==> src/rtl/render_pkg.sv <==
// Shared constants for the shape-renderer chain: beat widths, register IDs
// and default raster timing.
package render_pkg;

    localparam int COORD_W = 12;
    localparam int COLOR_W = 12;

    localparam logic [COORD_W-1:0] REG_XCOORD = 12'd0;
    localparam logic [COORD_W-1:0] REG_YCOORD = 12'd1;
    localparam logic [COORD_W-1:0] REG_WIDTH  = 12'd2;
    localparam logic [COORD_W-1:0] REG_HEIGHT = 12'd3;
    localparam logic [COORD_W-1:0] REG_COLOR  = 12'd4;

    localparam int DEF_H_ACTIVE = 640;
    localparam int DEF_H_TOTAL  = 800;
    localparam int DEF_V_ACTIVE = 480;
    localparam int DEF_V_TOTAL  = 525;

    // Programming entry layout: {stage, reg, data}
    localparam int ENTRY_W = 2 * COORD_W + COLOR_W;

endpackage

==> src/rtl/prog_fifo.sv <==
// Synchronous FIFO of register-programming entries; readiness is derived
// from the registered level only, so a full FIFO refuses even on a pop cycle.
module prog_fifo
    import render_pkg::*;
#(
    parameter  int DEPTH = 16,
    localparam int AW    = $clog2(DEPTH)
) (
    input  logic               clk,
    input  logic               rst,
    input  logic               push_valid,
    output logic               push_ready,
    input  logic [ENTRY_W-1:0] push_data,
    input  logic               pop,
    output logic               rd_valid,
    output logic [ENTRY_W-1:0] rd_data,
    output logic [AW:0]        level
);

    logic [ENTRY_W-1:0] mem [DEPTH];
    logic [AW-1:0]      wptr;
    logic [AW-1:0]      rptr;
    logic               do_push;
    logic               do_pop;

    assign push_ready = (level != (AW+1)'(DEPTH));
    assign rd_valid   = (level != '0);
    assign rd_data    = mem[rptr];
    assign do_push    = push_valid && push_ready;
    assign do_pop     = pop && rd_valid;

    always_ff @(posedge clk) begin
        if (do_push) begin
            mem[wptr] <= push_data;
        end
    end

    always_ff @(posedge clk) begin
        if (rst) begin
            wptr  <= '0;
            rptr  <= '0;
            level <= '0;
        end else begin
            if (do_push) begin
                wptr <= wptr + 1'b1;
            end
            if (do_pop) begin
                rptr <= rptr + 1'b1;
            end
            unique case ({do_push, do_pop})
                2'b10:   level <= level + 1'b1;
                2'b01:   level <= level - 1'b1;
                default: level <= level;
            endcase
        end
    end

endmodule

==> src/rtl/render_chain_source.sv <==
// Head of the renderer chain: raster-scans the frame, emitting pixel beats,
// and drains queued programming writes during vertical blanking.
module render_chain_source
    import render_pkg::*;
#(
    parameter int                 H_ACTIVE   = DEF_H_ACTIVE,
    parameter int                 H_TOTAL    = DEF_H_TOTAL,
    parameter int                 V_ACTIVE   = DEF_V_ACTIVE,
    parameter int                 V_TOTAL    = DEF_V_TOTAL,
    parameter logic [COLOR_W-1:0] BG_COLOR   = 12'h000,
    parameter int                 FIFO_DEPTH = 16
) (
    input  logic                        clk,
    input  logic                        rst,
    input  logic                        wr_valid,
    output logic                        wr_ready,
    input  logic [COORD_W-1:0]          wr_stage,
    input  logic [COORD_W-1:0]          wr_reg,
    input  logic [COLOR_W-1:0]          wr_data,
    output logic [$clog2(FIFO_DEPTH):0] fifo_level,
    output logic                        frame_start,
    output logic                        program_out,
    output logic [COORD_W-1:0]          x_out,
    output logic [COORD_W-1:0]          y_out,
    output logic [COLOR_W-1:0]          data_out
);

    if (H_TOTAL <= H_ACTIVE || H_TOTAL > 4096 ||
        V_TOTAL <= V_ACTIVE || V_TOTAL > 4096 ||
        FIFO_DEPTH < 2 || (FIFO_DEPTH & (FIFO_DEPTH - 1)) != 0) begin : g_bad_params
        $error("render_chain_source: illegal parameters");
    end

    localparam logic [COORD_W-1:0] H_LAST  = COORD_W'(H_TOTAL - 1);
    localparam logic [COORD_W-1:0] V_LAST  = COORD_W'(V_TOTAL - 1);
    localparam logic [COORD_W-1:0] V_BLANK = COORD_W'(V_ACTIVE);

    logic [COORD_W-1:0] hcnt;
    logic [COORD_W-1:0] vcnt;
    logic               blank;
    logic               fifo_valid;
    logic               pop;
    logic [ENTRY_W-1:0] head;

    assign blank = (vcnt >= V_BLANK);
    assign pop   = blank && fifo_valid;

    prog_fifo #(
        .DEPTH (FIFO_DEPTH)
    ) u_fifo (
        .clk        (clk),
        .rst        (rst),
        .push_valid (wr_valid),
        .push_ready (wr_ready),
        .push_data  ({wr_stage, wr_reg, wr_data}),
        .pop        (pop),
        .rd_valid   (fifo_valid),
        .rd_data    (head),
        .level      (fifo_level)
    );

    always_ff @(posedge clk) begin
        if (rst) begin
            hcnt <= '0;
            vcnt <= '0;
        end else if (hcnt == H_LAST) begin
            hcnt <= '0;
            vcnt <= (vcnt == V_LAST) ? '0 : vcnt + 1'b1;
        end else begin
            hcnt <= hcnt + 1'b1;
        end
    end

    // Programming beats steal idle blanking slots; pixel/idle beats carry the raster position.
    always_ff @(posedge clk) begin
        if (rst) begin
            frame_start <= 1'b0;
            program_out <= 1'b0;
            x_out       <= '0;
            y_out       <= '0;
            data_out    <= BG_COLOR;
        end else begin
            frame_start <= (hcnt == '0) && (vcnt == '0);
            program_out <= pop;
            if (pop) begin
                {x_out, y_out, data_out} <= head;
            end else begin
                x_out    <= hcnt;
                y_out    <= vcnt;
                data_out <= BG_COLOR;
            end
        end
    end

endmodule
==> config.mk <==
export PLATFORM = sky130hd
export DESIGN_NAME = render_chain_source
export DESIGN_NICKNAME = d
export VERILOG_FILES = /design/src/rtl/render_pkg.sv /design/src/rtl/prog_fifo.sv /design/src/rtl/render_chain_source.sv
export SDC_FILE = /design/constraint.sdc
export NUM_CORES = 1
export LEC_CHECK = 0
export ABC_AREA = 1
export CAP_MARGIN = 15
export CORE_MARGIN = 4
export CORE_UTILIZATION = 45
export DETAILED_ROUTE_END_ITERATION = 10
export GPL_TIMING_DRIVEN = 0
export SYNTH_ARGS = -nofsm -noshare
export SYNTH_HDL_FRONTEND = slang
export SYNTH_SLANG_ARGS = --single-unit
==> constraint.sdc <==
create_clock -name clk -period 4.85 [get_ports clk]
set_input_delay 0.97 -clock clk [delete_from_list [all_inputs] [get_ports clk]]
set_output_delay 0.97 -clock clk [all_outputs]
set_load 0.005 [all_outputs]
==> metrics.csv <==
stage,metric,value,unit
outcome,outcome,"finished, final reports clean",
final_layout,nNetsFinal,2789,
floorplan,num_io_pins,83,
power,p_switching,0.00239,W
final_layout,mostFrequentLayoutCell,nand2_1,
detailed_routing,ant_nets,0,
sta,worstMarginPinSlew,1050,ps
sta,maxSlewHeadroom,0.301,
power,p_per_area,369,nW/um2
final_layout,final_cell_count_no_fill,3568,
sta,finalCriticalPeriod,2900,ps
sta,maxSlewViolCount,0,
detailed_routing,vias_per_cell,5.37,
sta,skew,23.8,ps
cts,cts_max_level,3,
floorplan,core-area,59500,um2
logic_synthesis,synth_area_leader_cell,edfxtp_1,
sta,rsz0062_at_grt,no,
detailed_routing,num_vias,19200,
sta,timing.final.crit_share,0.598,
critical_path,path_class,primary input to register,
logic_synthesis,synthTopCellsByArea,"edfxtp_1 (63%), nand2_1 (9.4%), nand3_1 (6.4%)",
cts,cts_buffers,71,
grt,grt_max_degree,25,
sta,layout_setup_ws,1950,ps
final_layout,final_area,32000,um2
floorplan,design.die.area,64600,um2
placed_design,dp_slack,1360,ps
power,p_seq_frac,0.526,
placed_design,place_area,29700,um2
power,switching_share,0.202,
critical_path,critical_path.max_fanout,23,
logic_synthesis,avgSynthCellArea,10.6,um2
grt,antenna_found_initial,5,
power,ir_drop,0.000240,V
detailed_routing,wire_per_inst,22.6,um
min_path,min_path_type,register to register,
cts,root_buffer,clkbuf_16,
critical_path,r2r-end,u_fifo.mem[13][13],
grt,grt.total_usage,0.249,
critical_path,r2r_cells,7,
cts,clock-sinks,655,
cts,clock_latency,600,ps
cts,clkSlewWorstSetupHoldPaths,50,ps
floorplan,die_h,254,um
final_layout,fin_util,0.538,
critical_path,r2r_slack,2140,ps
grt,globalRouteMet1Util,0.326,
cts,cts_tree,built,
grt,first_global_vias,18700,
power,total_leakage_power,12.2,nW
power,clkPwrFrac,0.450,
placed_design,dp_cells,3437,
critical_path,cp.required,5130,ps
grt,gr-usage-met3,0.0366,
final_layout,fillerInstances,5157,
critical_path,rr_startpoint,u_fifo.level[1],
grt,grt_first_pass_wirelength,118000,um
cts,postCtsSetupBuffers,0,
logic_synthesis,syn_inst,2561,
placed_design,place.port_buffers,82,
power,p_comb_frac,0.024,
placed_design,place_hpwl,53600,um
cts,cts-hold-fix-buffers,0,
final_layout,syn_to_final_growth,17.4,%
cts,clk_path_buf_depth,3,
grt,grt_use_met2,0.413,
logic_synthesis,synth_cell_types,35,
flow_run,maxCapViolCount,0,
logic_synthesis,syn_area,27300,um2
sta,setup_viol,0,
floorplan,start_util,0.459,
critical_path,critical_path_arrival,3180,ps
logic_synthesis,seq_area_frac_synth,0.692,
detailed_routing,first_pass_iters,5,
critical_path,crit_end,u_fifo.mem[13][13],
logic_synthesis,ys_seq_elements,655,
critical_path,cp-startpoint,wr_valid,
detailed_routing,drc,0,
placed_design,gp_congestion,0.871,
sta,final-hold-violation-count,0,
floorplan,row_count,89,
cts,cts_resized,0,
floorplan,die_w,254,um
final_layout,mostFrequentLayoutCells,"nand2_1 (685), edfxtp_1 (576), nand3_1 (347)",
sta,fmax,345,MHz
logic_synthesis,ys_warn_count,0,
logic_synthesis,syn_nets,2613,
power,power.internal,0.00943,W
critical_path,end_kind,register,
detailed_routing,wirelength,80600,um
logic_synthesis,synth_top_cell_area_share,0.634,
grt,top_usage_layer,met2,
grt,grt_overflow,0,
final_layout,layout-drive-gt1-share,0.0852,
critical_path,startpoint_type,primary input,
detailed_routing,dr.first_iter.drc_count,1803,
[critical path: stages]
cell and delay (ps):
clkdlybuf4s50_1 460, nand2_1 190, inv_1 180, nand2_1 280, nor2_4 820, buf_16 250
[synthesized netlist by cell type, drive strengths merged]
cell type,instances
nand3,348
o21a,4
buf,96
nand3b,1
dfxtp,79
nor3,9
o22ai,1
nor3b,4
nand4,11
nor2,241
o21bai,1
nand2,688
clkbuf,36
inv,270
o21ai,102
and3,1
xor2,12
edfxtp,576
nor4,2
xnor2,2
clkinv,2
a21oi,49
ha,13
o211ai,13
[layout make-up]
type	count	area, um2	area share
diodes	3	7.51	0.000235
plain buffers	132	747	0.0233
clock buffers	96	1990	0.0621
clock inverters	32	305	0.00954
inverters	272	1020	0.0320
multi-input cells	1502	6740	0.211
flip-flops and latches	655	18900	0.590
well taps	773	967	0.0302
repair buffers	103	1350	0.0421
[layer usage]
metal	part of all wire	vias up
met5	0.00079	-
met4	0.046	8
met3	0.072	190
met2	0.48	805
met1	0.40	9244
li1	-	8916
[registers in the layout, summed over array words and instances, names as in the netlist, 4 cells and up, named ones only]
register,cells
u_fifo.mem,576
data_out,12
hcnt,12
vcnt,12
x_out,12
y_out,12
u_fifo.level,5
u_fifo.rptr,4
u_fifo.wptr,4
[kinds of logic after synthesis]
group / count (synthesis) / share of synthesized area
AO/OA/AOI/OAI: 170 / 0.0329
buffers and inverters: 404 / 0.0649
adder cells (fa/ha/maj): 13 / 0.00596
XOR/XNOR: 14 / 0.00450
flip-flops: 655 / 0.692
AND/OR/NAND/NOR: 1305 / 0.200
[worst min path at each step]
stage / end / startpoint / cells past startpoint / slack [ps]
floorplan: hcnt[0] / hcnt[0] / 1 / 420
CTS: hcnt[0] / hcnt[0] / 1 / 460
global route: hcnt[0] / hcnt[0] / 1 / 480
global placement: hcnt[0] / hcnt[0] / 1 / 420
finish: hcnt[0] / hcnt[0] / 1 / 450
detailed placement: hcnt[0] / hcnt[0] / 1 / 440
[through the flow]
stage,total power [W],hold WS (ps),setup TNS [ps]
6_report,0.0118,448,0
5_1_grt,0.0122,475,0
4_1_cts,0.0119,456,0
3_5_place_dp,0.00662,442,0
3_3_place_gp,0.00659,424,-484230
2_1_floorplan,0.00644,417,0
[power by group through the flow]
stage / Sequential, W / Clock [W] / Combinational (W)
after floorplan: 0.00634 / 0 / 0.000102
after global placement: 0.00634 / 0 / 0.000249
after detailed placement: 0.00634 / 0 / 0.000279
after CTS: 0.00622 / 0.00541 / 0.000280
after global routing: 0.00622 / 0.00564 / 0.000307
final: 0.00622 / 0.00532 / 0.000281
Note: power is estimated with default switching activity, not from simulation.
